<file path="src/rtl/load_subword_unit_if.sv">
// rtl/load_subword_unit_if.sv - request, result and data-bus signals of the load sub-word unit
//
// Purpose: bundles the MEM-stage load request, the returned register value and
//   the Avalon-style read bus into one interface.
// Modports:
//   slave  - used by load_subword_unit (consumes requests and read data,
//            drives ready/stall/bus strobes/result)
//   master - used by the surrounding pipeline and memory (drives requests and
//            read data, observes everything else)
// Signals:
//   req_valid/req_opcode/req_addr/req_rt  load request, opcode, byte address, rt merge source
//   req_ready, stall                      acceptance window and pipeline freeze
//   mem_address/mem_read/mem_byteenable   word-aligned read strobe and lanes
//   mem_waitrequest/mem_readdata          bus back-pressure and returned word
//   result_valid/result_data              final rt write value
//   misaligned                            one-cycle address-error pulse

interface load_subword_unit_if;
  logic        req_valid;
  logic [5:0]  req_opcode;
  logic [31:0] req_addr;
  logic [31:0] req_rt;
  logic        req_ready;
  logic        stall;
  logic [31:0] mem_address;
  logic        mem_read;
  logic [3:0]  mem_byteenable;
  logic        mem_waitrequest;
  logic [31:0] mem_readdata;
  logic        result_valid;
  logic [31:0] result_data;
  logic        misaligned;

  modport slave (
    input  req_valid, req_opcode, req_addr, req_rt,
    input  mem_waitrequest, mem_readdata,
    output req_ready, stall,
    output mem_address, mem_read, mem_byteenable,
    output result_valid, result_data, misaligned
  );

  modport master (
    output req_valid, req_opcode, req_addr, req_rt,
    output mem_waitrequest, mem_readdata,
    input  req_ready, stall,
    input  mem_address, mem_read, mem_byteenable,
    input  result_valid, result_data, misaligned
  );
endinterface

</file>
<file path="src/rtl/load_subword_unit.sv">
// rtl/load_subword_unit.sv - MIPS I LB/LBU/LH/LHU/LW/LWL/LWR executed as one aligned word read
//
// Purpose: accepts a load from the MEM stage, issues a single word-aligned read
//   on the data bus, then extracts, sign/zero-extends or merges (LWL/LWR) the
//   returned word into the rt write value. Holds stall high while busy.
// Ports:
//   clk_i         system clock, all state on posedge
//   reset_i       synchronous, active-high reset
//   clk_enable_i  gates request acceptance and the DONE->IDLE step; the bus
//                 handshake in READ ignores it
//   bus_if        load_subword_unit_if.slave (request, result and bus signals)

module load_subword_unit (
  input  logic                 clk_i,
  input  logic                 reset_i,
  input  logic                 clk_enable_i,
  load_subword_unit_if.slave   bus_if
);

  localparam logic [5:0] OP_LB  = 6'b100000;
  localparam logic [5:0] OP_LH  = 6'b100001;
  localparam logic [5:0] OP_LWL = 6'b100010;
  localparam logic [5:0] OP_LW  = 6'b100011;
  localparam logic [5:0] OP_LBU = 6'b100100;
  localparam logic [5:0] OP_LHU = 6'b100101;
  localparam logic [5:0] OP_LWR = 6'b100110;

  typedef enum logic [1:0] {
    ST_IDLE = 2'd0,
    ST_READ = 2'd1,
    ST_DONE = 2'd2
  } state_t;

  state_t      state_q, state_d;
  logic [5:0]  op_q, op_d;
  logic [1:0]  lane_q, lane_d;
  logic [31:0] rt_q, rt_d;
  logic        ready_q, ready_d;
  logic        stall_q, stall_d;
  logic [31:0] addr_q, addr_d;
  logic        rd_q, rd_d;
  logic [3:0]  be_q, be_d;
  logic        rvalid_q, rvalid_d;
  logic [31:0] rdata_q, rdata_d;
  logic        misal_q, misal_d;

  // Request decode
  logic        req_legal;
  logic        req_aligned;
  logic [3:0]  req_be;
  logic [1:0]  req_lane;

  assign req_lane = bus_if.req_addr[1:0];

  always_comb begin
    req_legal   = 1'b0;
    req_aligned = 1'b1;
    req_be      = 4'b1111;
    case (bus_if.req_opcode)
      OP_LB, OP_LBU: begin
        req_legal = 1'b1;
        req_be    = 4'b0001 << req_lane;
      end
      OP_LH, OP_LHU: begin
        req_legal   = 1'b1;
        req_aligned = (req_lane[0] == 1'b0);
        req_be      = req_lane[1] ? 4'b1100 : 4'b0011;
      end
      OP_LW: begin
        req_legal   = 1'b1;
        req_aligned = (req_lane == 2'b00);
      end
      OP_LWL, OP_LWR: begin
        // Unaligned word loads are legal by construction; the merge covers any lane.
        req_legal = 1'b1;
      end
      default: begin
        req_legal = 1'b0;
      end
    endcase
  end

  // Builds the rt write value from the returned word and the latched request.
  function automatic logic [31:0] extract(input logic [5:0]  op,
                                          input logic [1:0]  a,
                                          input logic [31:0] rt,
                                          input logic [31:0] m);
    logic [31:0] shifted;
    logic [7:0]  b;
    logic [15:0] h;
    logic [31:0] r;
    shifted = m >> {a, 3'b000};
    b       = shifted[7:0];
    h       = a[1] ? m[31:16] : m[15:0];
    r       = m;
    case (op)
      OP_LB:  r = {{24{b[7]}}, b};
      OP_LBU: r = {24'b0, b};
      OP_LH:  r = {{16{h[15]}}, h};
      OP_LHU: r = {16'b0, h};
      OP_LW:  r = m;
      OP_LWL: begin
        // Low memory bytes land in the high end of rt.
        case (a)
          2'd0:    r = {m[7:0],  rt[23:0]};
          2'd1:    r = {m[15:0], rt[15:0]};
          2'd2:    r = {m[23:0], rt[7:0]};
          default: r = m;
        endcase
      end
      OP_LWR: begin
        // High memory bytes land in the low end of rt.
        case (a)
          2'd0:    r = m;
          2'd1:    r = {rt[31:24], m[31:8]};
          2'd2:    r = {rt[31:16], m[31:16]};
          default: r = {rt[31:8],  m[31:24]};
        endcase
      end
      default: r = m;
    endcase
    return r;
  endfunction

  // Next-state logic; every output is a register so nothing combinational
  // reaches the bus or the pipeline.
  always_comb begin
    state_d  = state_q;
    op_d     = op_q;
    lane_d   = lane_q;
    rt_d     = rt_q;
    ready_d  = ready_q;
    stall_d  = stall_q;
    addr_d   = addr_q;
    rd_d     = rd_q;
    be_d     = be_q;
    rvalid_d = rvalid_q;
    rdata_d  = rdata_q;
    misal_d  = 1'b0;

    case (state_q)
      ST_IDLE: begin
        if (bus_if.req_valid && clk_enable_i && req_legal) begin
          if (!req_aligned) begin
            misal_d = 1'b1;
          end else begin
            state_d = ST_READ;
            op_d    = bus_if.req_opcode;
            lane_d  = req_lane;
            rt_d    = bus_if.req_rt;
            addr_d  = {bus_if.req_addr[31:2], 2'b00};
            be_d    = req_be;
            rd_d    = 1'b1;
            ready_d = 1'b0;
            stall_d = 1'b1;
          end
        end
      end
      ST_READ: begin
        if (!bus_if.mem_waitrequest) begin
          state_d  = ST_DONE;
          rd_d     = 1'b0;
          rvalid_d = 1'b1;
          rdata_d  = extract(op_q, lane_q, rt_q, bus_if.mem_readdata);
        end
      end
      ST_DONE: begin
        // ready only rises after this edge, so no accept can coincide with it.
        if (clk_enable_i) begin
          state_d  = ST_IDLE;
          rvalid_d = 1'b0;
          stall_d  = 1'b0;
          ready_d  = 1'b1;
        end
      end
      default: begin
        state_d  = ST_IDLE;
        rd_d     = 1'b0;
        rvalid_d = 1'b0;
        stall_d  = 1'b0;
        ready_d  = 1'b1;
      end
    endcase
  end

  always_ff @(posedge clk_i) begin
    if (reset_i) begin
      state_q  <= ST_IDLE;
      op_q     <= 6'b0;
      lane_q   <= 2'b0;
      rt_q     <= 32'b0;
      ready_q  <= 1'b1;
      stall_q  <= 1'b0;
      addr_q   <= 32'b0;
      rd_q     <= 1'b0;
      be_q     <= 4'b0;
      rvalid_q <= 1'b0;
      rdata_q  <= 32'b0;
      misal_q  <= 1'b0;
    end else begin
      state_q  <= state_d;
      op_q     <= op_d;
      lane_q   <= lane_d;
      rt_q     <= rt_d;
      ready_q  <= ready_d;
      stall_q  <= stall_d;
      addr_q   <= addr_d;
      rd_q     <= rd_d;
      be_q     <= be_d;
      rvalid_q <= rvalid_d;
      rdata_q  <= rdata_d;
      misal_q  <= misal_d;
    end
  end

  assign bus_if.req_ready      = ready_q;
  assign bus_if.stall          = stall_q;
  assign bus_if.mem_address    = addr_q;
  assign bus_if.mem_read       = rd_q;
  assign bus_if.mem_byteenable = be_q;
  assign bus_if.result_valid   = rvalid_q;
  assign bus_if.result_data    = rdata_q;
  assign bus_if.misaligned     = misal_q;

endmodule

</file>
<file path="src/flat_wrapper.sv">
// flat-port wrapper written by rule: the top's interface ports become plain ports
module load_subword_unit_flat 
  (clk_i, reset_i, clk_enable_i, bus_if_req_valid, bus_if_req_opcode, bus_if_req_addr, bus_if_req_rt, bus_if_mem_waitrequest, bus_if_mem_readdata, bus_if_req_ready, bus_if_stall, bus_if_mem_address, bus_if_mem_read, bus_if_mem_byteenable, bus_if_result_valid, bus_if_result_data, bus_if_misaligned);
  load_subword_unit_if bus_if_i ();
  input  logic clk_i;
  input  logic reset_i;
  input  logic clk_enable_i;
  input wire logic [$bits(bus_if_i.req_valid)-1:0] bus_if_req_valid;
  input wire logic [$bits(bus_if_i.req_opcode)-1:0] bus_if_req_opcode;
  input wire logic [$bits(bus_if_i.req_addr)-1:0] bus_if_req_addr;
  input wire logic [$bits(bus_if_i.req_rt)-1:0] bus_if_req_rt;
  input wire logic [$bits(bus_if_i.mem_waitrequest)-1:0] bus_if_mem_waitrequest;
  input wire logic [$bits(bus_if_i.mem_readdata)-1:0] bus_if_mem_readdata;
  output wire logic [$bits(bus_if_i.req_ready)-1:0] bus_if_req_ready;
  output wire logic [$bits(bus_if_i.stall)-1:0] bus_if_stall;
  output wire logic [$bits(bus_if_i.mem_address)-1:0] bus_if_mem_address;
  output wire logic [$bits(bus_if_i.mem_read)-1:0] bus_if_mem_read;
  output wire logic [$bits(bus_if_i.mem_byteenable)-1:0] bus_if_mem_byteenable;
  output wire logic [$bits(bus_if_i.result_valid)-1:0] bus_if_result_valid;
  output wire logic [$bits(bus_if_i.result_data)-1:0] bus_if_result_data;
  output wire logic [$bits(bus_if_i.misaligned)-1:0] bus_if_misaligned;
  assign bus_if_i.req_valid = bus_if_req_valid;
  assign bus_if_i.req_opcode = bus_if_req_opcode;
  assign bus_if_i.req_addr = bus_if_req_addr;
  assign bus_if_i.req_rt = bus_if_req_rt;
  assign bus_if_i.mem_waitrequest = bus_if_mem_waitrequest;
  assign bus_if_i.mem_readdata = bus_if_mem_readdata;
  assign bus_if_req_ready = bus_if_i.req_ready;
  assign bus_if_stall = bus_if_i.stall;
  assign bus_if_mem_address = bus_if_i.mem_address;
  assign bus_if_mem_read = bus_if_i.mem_read;
  assign bus_if_mem_byteenable = bus_if_i.mem_byteenable;
  assign bus_if_result_valid = bus_if_i.result_valid;
  assign bus_if_result_data = bus_if_i.result_data;
  assign bus_if_misaligned = bus_if_i.misaligned;
  load_subword_unit u_core (.clk_i(clk_i), .reset_i(reset_i), .clk_enable_i(clk_enable_i), .bus_if(bus_if_i));
endmodule
</file>
<file path="config.mk">
export PLATFORM = sky130hd
export DESIGN_NAME = load_subword_unit_flat
export DESIGN_NICKNAME = d
export VERILOG_FILES = /design/src/rtl/load_subword_unit_if.sv /design/src/rtl/load_subword_unit.sv /design/src/flat_wrapper.sv
export SDC_FILE = /design/constraint.sdc
export NUM_CORES = 1
export LEC_CHECK = 0
export CAP_MARGIN = 20
export CORE_MARGIN = 2
export CORE_UTILIZATION = 40
export CTS_CLUSTER_SIZE = 24
export DETAILED_ROUTE_END_ITERATION = 10
export PLACE_DENSITY = 0.66
export SYNTH_ARGS = -nofsm -noshare
export SYNTH_HDL_FRONTEND = slang
export SYNTH_SLANG_ARGS = --single-unit
export TNS_END_PERCENT = 20
</file>
<file path="constraint.sdc">
create_clock -name clk_i -period 2.5 [get_ports clk_i]
set_input_delay 0.625 -clock clk_i [delete_from_list [all_inputs] [get_ports clk_i]]
set_output_delay 0.625 -clock clk_i [all_outputs]
set_load 0.02 [all_outputs]
</file>
==> flow_metrics.tcl, run 1 <==
set metrics [dict create \
    diodes 0 \
    start_kind "flip-flop" \
    ys_types 56 \
    p_leak_nw 2.95 \
    synth_edf_count 0 \
    clock_latency_ps 430 \
    dpl_cell_area_um2 8470 \
    rsz0062_at_grt "no" \
    path_clk_slew_ps 50 \
    setup_viol 0 \
    drt_wl_total_mm 23.1 \
    crit_type "flip-flop to flip-flop" \
    grt_overflow 0 \
    area_growth_pct 42.7 \
    postCtsSetupBuffers 0 \
    die_x_um 130 \
    syn_area_um2 6360 \
    core-area_um2 15700 \
    final_cell_area_um2 9080 \
    period_share_pct 87.3 \
    yosys.area_share.xor_xnor_pct 0 \
    clockRootBuffer "clkbuf_16" \
    yosys.area_share.simple_pct 15.7 \
    die_h_um 130 \
    synth-adder-area-share_pct 0 \
    final_common_cell "clkdlybuf4s50_1" \
    vias 6840 \
    drc 0 \
    grt_pass1_wl_mm 35.5 \
    clock_skew_ps 8.55 \
    io_buffers 177 \
    drt_pass1_iterations 6 \
    report.final.slew_viol_count 0 \
    cts_tree "yes" \
    critPathRequiredTime_ps 2780 \
    numCtsBuffers 17 \
    hold_viol_final 0 \
    cap_violations 0 \
    io-pin-count 180 \
    clockBufferDepth 2 \
    cts_hold_buf 0 \
    place_inst 1112 \
    end_kind "flip-flop" \
    cp.arrival_ps 2470 \
    ys_seq_elements 113 \
    std_cell_rows 46 \
    dieArea_um2 16900 \
    fmax_mhz 458 \
    yosys_most_used_dff "dfxtp_1" \
    yosysWarningCount 0 \
    grt_max_degree 80 \
    wl_per_cell_um 20.2 \
    place_hpwl_mm 16.6 \
    post_drt_via_cell_ratio 5.98 \
    synth_cells 758 \
    tightest_slew_ps 815 \
    antenna_found_initial 0 \
    first_iter_violations 622 \
    ant_nets 0 \
    ctsResizeCount 0 \
    drive_gt1_share_pct 13.9 \
    maxSlewHeadroom_pct 45.6 \
    start_util_pct 40.5 \
    period_minus_slack_ps 2180 \
    power_density_nw_per_um2 540 \
    async_reset_ff_share_pct 0 \
    nNetsFinal 1022 \
    htreeDepth 4 \
    crit_fanout 32 \
    muxShareOfSynthArea_pct 12.0 \
    mostFrequentLayoutCells "clkdlybuf4s50_1, dfxtp_1, o21ai_0" \
    avgSynthCellArea_um2 8.39 \
    synth_top_family_by_area "compound AO/OA/AOI/OAI gates" \
    clock_sinks 113 \
    grt_pass1_vias 6670 \
    ys_seq_area_share_pct 35.6 \
    synth_compound_area_share_pct 30.7 \
    tns_ps 0 \
    peakVddDrop_mv 0.531 \
    outcome "complete, no violations" \
    min_path_type "flip-flop to flip-flop" \
    grt_usage_pct 27.2 \
    routabilityCongestion 0.935 \
    layout.cells.non_filler 1143 \
]
-- cell families after synthesis --
family	Yosys count
compound gates	310
buf+inv	87
simple gates	187
mux	60
flops	113
other cells	1
-- Yosys cell counts, types with 2 or more instances --
cell type | instances | area, um2
nor4b_1 | 2 | 17.5
a22oi_1 | 10 | 75.1
o21ai_0 | 105 | 526
mux4_2 | 11 | 248
nor2b_1 | 4 | 25.0
nand3_1 | 82 | 410
or3b_1 | 2 | 17.5
buf_1 | 5 | 18.8
nor3_1 | 13 | 65.1
nand4_1 | 2 | 12.5
a221oi_1 | 17 | 149
o31ai_1 | 6 | 45.0
and3_1 | 10 | 62.6
nor3b_1 | 5 | 37.5
o311ai_0 | 9 | 78.8
nand2b_1 | 12 | 75.1
dfxtp_1 | 113 | 2260
mux2_2 | 21 | 236
nor2_2 | 2 | 12.5
a31oi_1 | 12 | 75.1
a21oi_1 | 93 | 465
buf_4 | 3 | 22.5
inv_1 | 4 | 15.0
o21ai_1 | 9 | 45.0
mux2i_1 | 28 | 280
buf_6 | 3 | 33.8
or3_1 | 6 | 37.5
o21a_1 | 10 | 75.1
a21o_1 | 3 | 22.5
nand2_1 | 23 | 86.3
o41a_1 | 6 | 67.6
buf_2 | 14 | 70.1
a222oi_1 | 7 | 70.1
clkbuf_1 | 57 | 214
nor2_1 | 15 | 56.3
a2111oi_2 | 7 | 105
a211oi_1 | 8 | 60.1
-- registers in the layout, summed over array words and instances, names as in the netlist --
signal                        cells
u_core.rt_q                      32
u_core.bus_if.misaligned          1
u_core.bus_if.mem_address        30
u_core.bus_if.req_ready           1
u_core.bus_if.result_valid        1
u_core.bus_if.mem_read            1
u_core.bus_if.mem_byteenable      4
u_core.state_q                    2
u_core.op_q                       6
u_core.lane_q                     2
u_core.bus_if.stall               1
u_core.bus_if.result_data        32
-- through the flow --
stage	utilization [%]	hold slack, ps	worst slack (ps)	power (mW)
global placement	53.9	439	102	2.41
detailed placement	53.9	444	29.5	2.41
finish	57.8	460	316	4.90
global route	57.8	495	157	5.05
CTS	57.8	463	311	4.92
floorplan	-	450	590	2.09
-- where the power goes --
group | leakage (nW) | internal, mW | switching [mW]
clock | 0.296 | 1.62 | 0.905
sequential | 0.912 | 1.82 | 0.0154
combinational | 1.74 | 0.274 | 0.275
-- worst max-delay path, stage by stage (launching register included) --
cell      delay [ps]
dfxtp_2          830
buf_4            410
mux2_2           370
a221oi_1         290
a31oi_1          120
-- area by class of cell --
cell class,count,area [um2]
clock buffers,19,453
clock inverters,12,155
fillers,1424,6630
inverters,5,18.8
multi-input cells,559,3750
flip-flops and latches,113,2260
well taps,216,270
repair buffers,219,2170
-- per-layer routing --
layer  track usage [%]  share of wire (%)  vias to the layer above
met2              43.3                 46                      270
met5                 0                  0                        -
li1                  -                  -                     3211
met3              9.31                8.2                       43
met1              33.3                 42                     3316
met4              12.5                3.0                        0
-- final timing paths --
| path | cells past startpoint | endpoint | slack (ps) | start |
|---|---|---|---|---|
| setup / recovery | 4 | u_core.bus_if.result_data[9] | 320 | u_core.lane_q[1] |
| hold / removal | 1 | u_core.bus_if.req_ready | 460 | u_core.bus_if.req_ready |
| setup reg to reg | 4 | u_core.bus_if.result_data[9] | 320 | u_core.lane_q[1] |
| hold reg to reg | 1 | u_core.bus_if.req_ready | 460 | u_core.bus_if.req_ready |
Power figures use the tool's default switching activity.
==> run 2, diff against run 1 <==
CAP_MARGIN = not set   (was 20)
CORE_UTILIZATION = 52   (was 40)
DONT_BUFFER_PORTS = 1   (was not set)
PLACE_DENSITY = 0.64   (was 0.66)
==> run 2 against run 1 <==
Final cell count decreased by 23%. Highest routed layer unchanged. Critical path type unchanged. Register-to-register slack worse by 40 ps. Sequential share of layout area grew 7.7 points. Final area fell by 23%. Clock skew rose by 1.3 ps.
==> flow_metrics.tcl, run 2 (synthesis gave the netlist of run 1 again) <==
set metrics [dict create \
    drt_wl_total_mm 19.9 \
    htreeDepth 4 \
    postCtsSetupBuffers 0 \
    cp_num_cells 4 \
    core-area_um2 12000 \
    dieArea_um2 13100 \
    maxSlewHeadroom_pct 56.5 \
    die_h_um 115 \
    vias 6025 \
    fmax_mhz 449 \
    slowest_stage "or4b_4" \
    grtUsageMet3_pct 9.69 \
    grt_use_met2_pct 47.4 \
    power_switching_mw 1.00 \
    startpoint "u_core.op_q[0]" \
    use_met1_pct 39.1 \
    grt.busiest_layer "met2" \
    start_kind "flip-flop" \
    grt_overflow 0 \
    setup_viol 0 \
    worstReg2RegStart "u_core.op_q[0]" \
    nNetsFinal 828 \
    crit_type "flip-flop to flip-flop" \
    area_growth_pct 9.26 \
    routabilityCongestion 0.938 \
    io-pin-count 180 \
    drc 0 \
    period_share_pct 89.0 \
    p_seq_share_pct 43.8 \
    hold_viol_final 0 \
    diodes 0 \
    start_util_pct 53.2 \
    clockBufferDepth 2 \
    period_minus_slack_ps 2230 \
    drive_gt1_share_pct 14.5 \
    mostFrequentLayoutCells "dfxtp_1, o21ai_0, a21oi_1" \
    crit_buf_inv 0 \
    cap_violations 0 \
    endpoint "u_core.bus_if.result_data[25]" \
    p_leak_nw 2.14 \
    cp_slowest_stage_delay_ps 740 \
    report.final.slew_viol_count 0 \
    post-place-ws_ps 421 \
    clockPowerShare_pct 50.1 \
    outcome "complete, no violations" \
    power_density_nw_per_um2 606 \
    path_clk_slew_ps 50 \
    cp.arrival_ps 2570 \
    tns_ps 0 \
    fin_util_pct 58.1 \
    peakVddDrop_mv 0.407 \
    die_x_um 115 \
    clock_sinks 113 \
    crit_fanout 14 \
    drt_pass1_iterations 9 \
    swShare_pct 23.7 \
    ff2ff_path_depth 4 \
    critPathRequiredTime_ps 2840 \
    end_kind "flip-flop" \
    io_buffers 0 \
    fin_ws_ps 274 \
    grt_usage_pct 30.7 \
    min_path_type "input pin to flip-flop" \
    wl_per_cell_um 22.7 \
    std_cell_rows 40 \
    post_drt_via_cell_ratio 6.85 \
    grt_pass1_wl_mm 31.1 \
    antenna_found_initial 0 \
    numCtsBuffers 17 \
    rsz0062_at_grt "no" \
    final_common_cell "dfxtp_1" \
    clockRootBuffer "clkbuf_16" \
    grt_max_degree 82 \
    tightest_slew_ps 650 \
    p_int_mw 3.21 \
    cts_tree "yes" \
    cts_hold_buf 0 \
    rrSetupSlack_ps 270 \
    ant_nets 0 \
    worstPathCellList "or4b_4, nor2_1, a222oi_1, o21ai_1" \
    clock_skew_ps 9.84 \
    fillers 1105 \
    grt_pass1_vias 5718 \
    timing.rr.end "u_core.bus_if.result_data[25]" \
    place_hpwl_mm 14.1 \
    ctsResizeCount 0 \
    first_iter_violations 549 \
    critPathTopFamily "simple AND/OR/NAND/NOR gates" \
    pwr-share-comb_pct 6.0 \
    clock_latency_ps 420 \
]
[run 2: changes by cell type in the layout (fill, tap and decap cells not counted), sizes merged]
cell / change
buf: -18
bufinv: -3
clkbuf: +5
clkdlybuf4s50: -176
clkinv: +2
clkinvlp: -1
inv: -3
[run 2: final cells by class]
class	count	area [um2]	area share, %
clock inverters	7	37.5	0.540
inverters	5	18.8	0.270
multi-input cells	559	3750	53.9
flip-flops and latches	113	2270	32.6
clock buffers	24	472	6.79
well taps	147	184	2.65
repair buffers	25	225	3.24
[run 2: per-layer routing]
metal	up-vias	routed length (um)
li1	2835	-
met1	2877	8300
met2	275	9200
met3	38	1850
met4	0	593
met5	-	0
[run 2: per-stage QoR]
step	area [um2]	instances	power, mW	hold WS [ps]
6_report	6950	880	4.21	264
2_1_floorplan	6370	759	2.09	450
4_1_cts	6950	880	4.23	255
5_1_grt	6950	880	4.35	253
3_5_place_dp	6440	849	2.13	470
3_3_place_gp	6440	849	2.13	468
[run 2: power groups by stage]
| stage | Clock, mW | Combinational [mW] | Sequential [mW] |
|---|---|---|---|
| 2_1_floorplan | 0 | 0.215 | 1.88 |
| 3_3_place_gp | 0 | 0.243 | 1.88 |
| 3_5_place_dp | 0 | 0.249 | 1.88 |
| 4_1_cts | 2.13 | 0.251 | 1.85 |
| 5_1_grt | 2.22 | 0.276 | 1.85 |
| 6_report | 2.11 | 0.255 | 1.85 |
[run 2: how the worst min path moves through the flow]
stage	from	to	slack, ps	cells past startpoint
after floorplan	u_core.rt_q[30]	u_core.rt_q[30]	450	2
after global placement	u_core.rt_q[26]	u_core.rt_q[26]	470	2
after detailed placement	u_core.rt_q[3]	u_core.rt_q[3]	470	2
after CTS	reset_i	u_core.lane_q[1]	260	1
after global routing	reset_i	u_core.bus_if.mem_address[10]	250	1
final	reset_i	u_core.bus_if.mem_address[4]	260	1
[run 2: worst reg2reg max path, cell delays in order (launching register included)]
cell,delay [ps]
dfxtp_1,400
or4b_4,740
nor2_1,580
a222oi_1,270
o21ai_1,160
==> run 3, diff against run 2 <==
TNS_END_PERCENT = not set   (was 20)
==> results of run 3 <==
The final DEF is identical to that of run 2; final timing and power are the same.
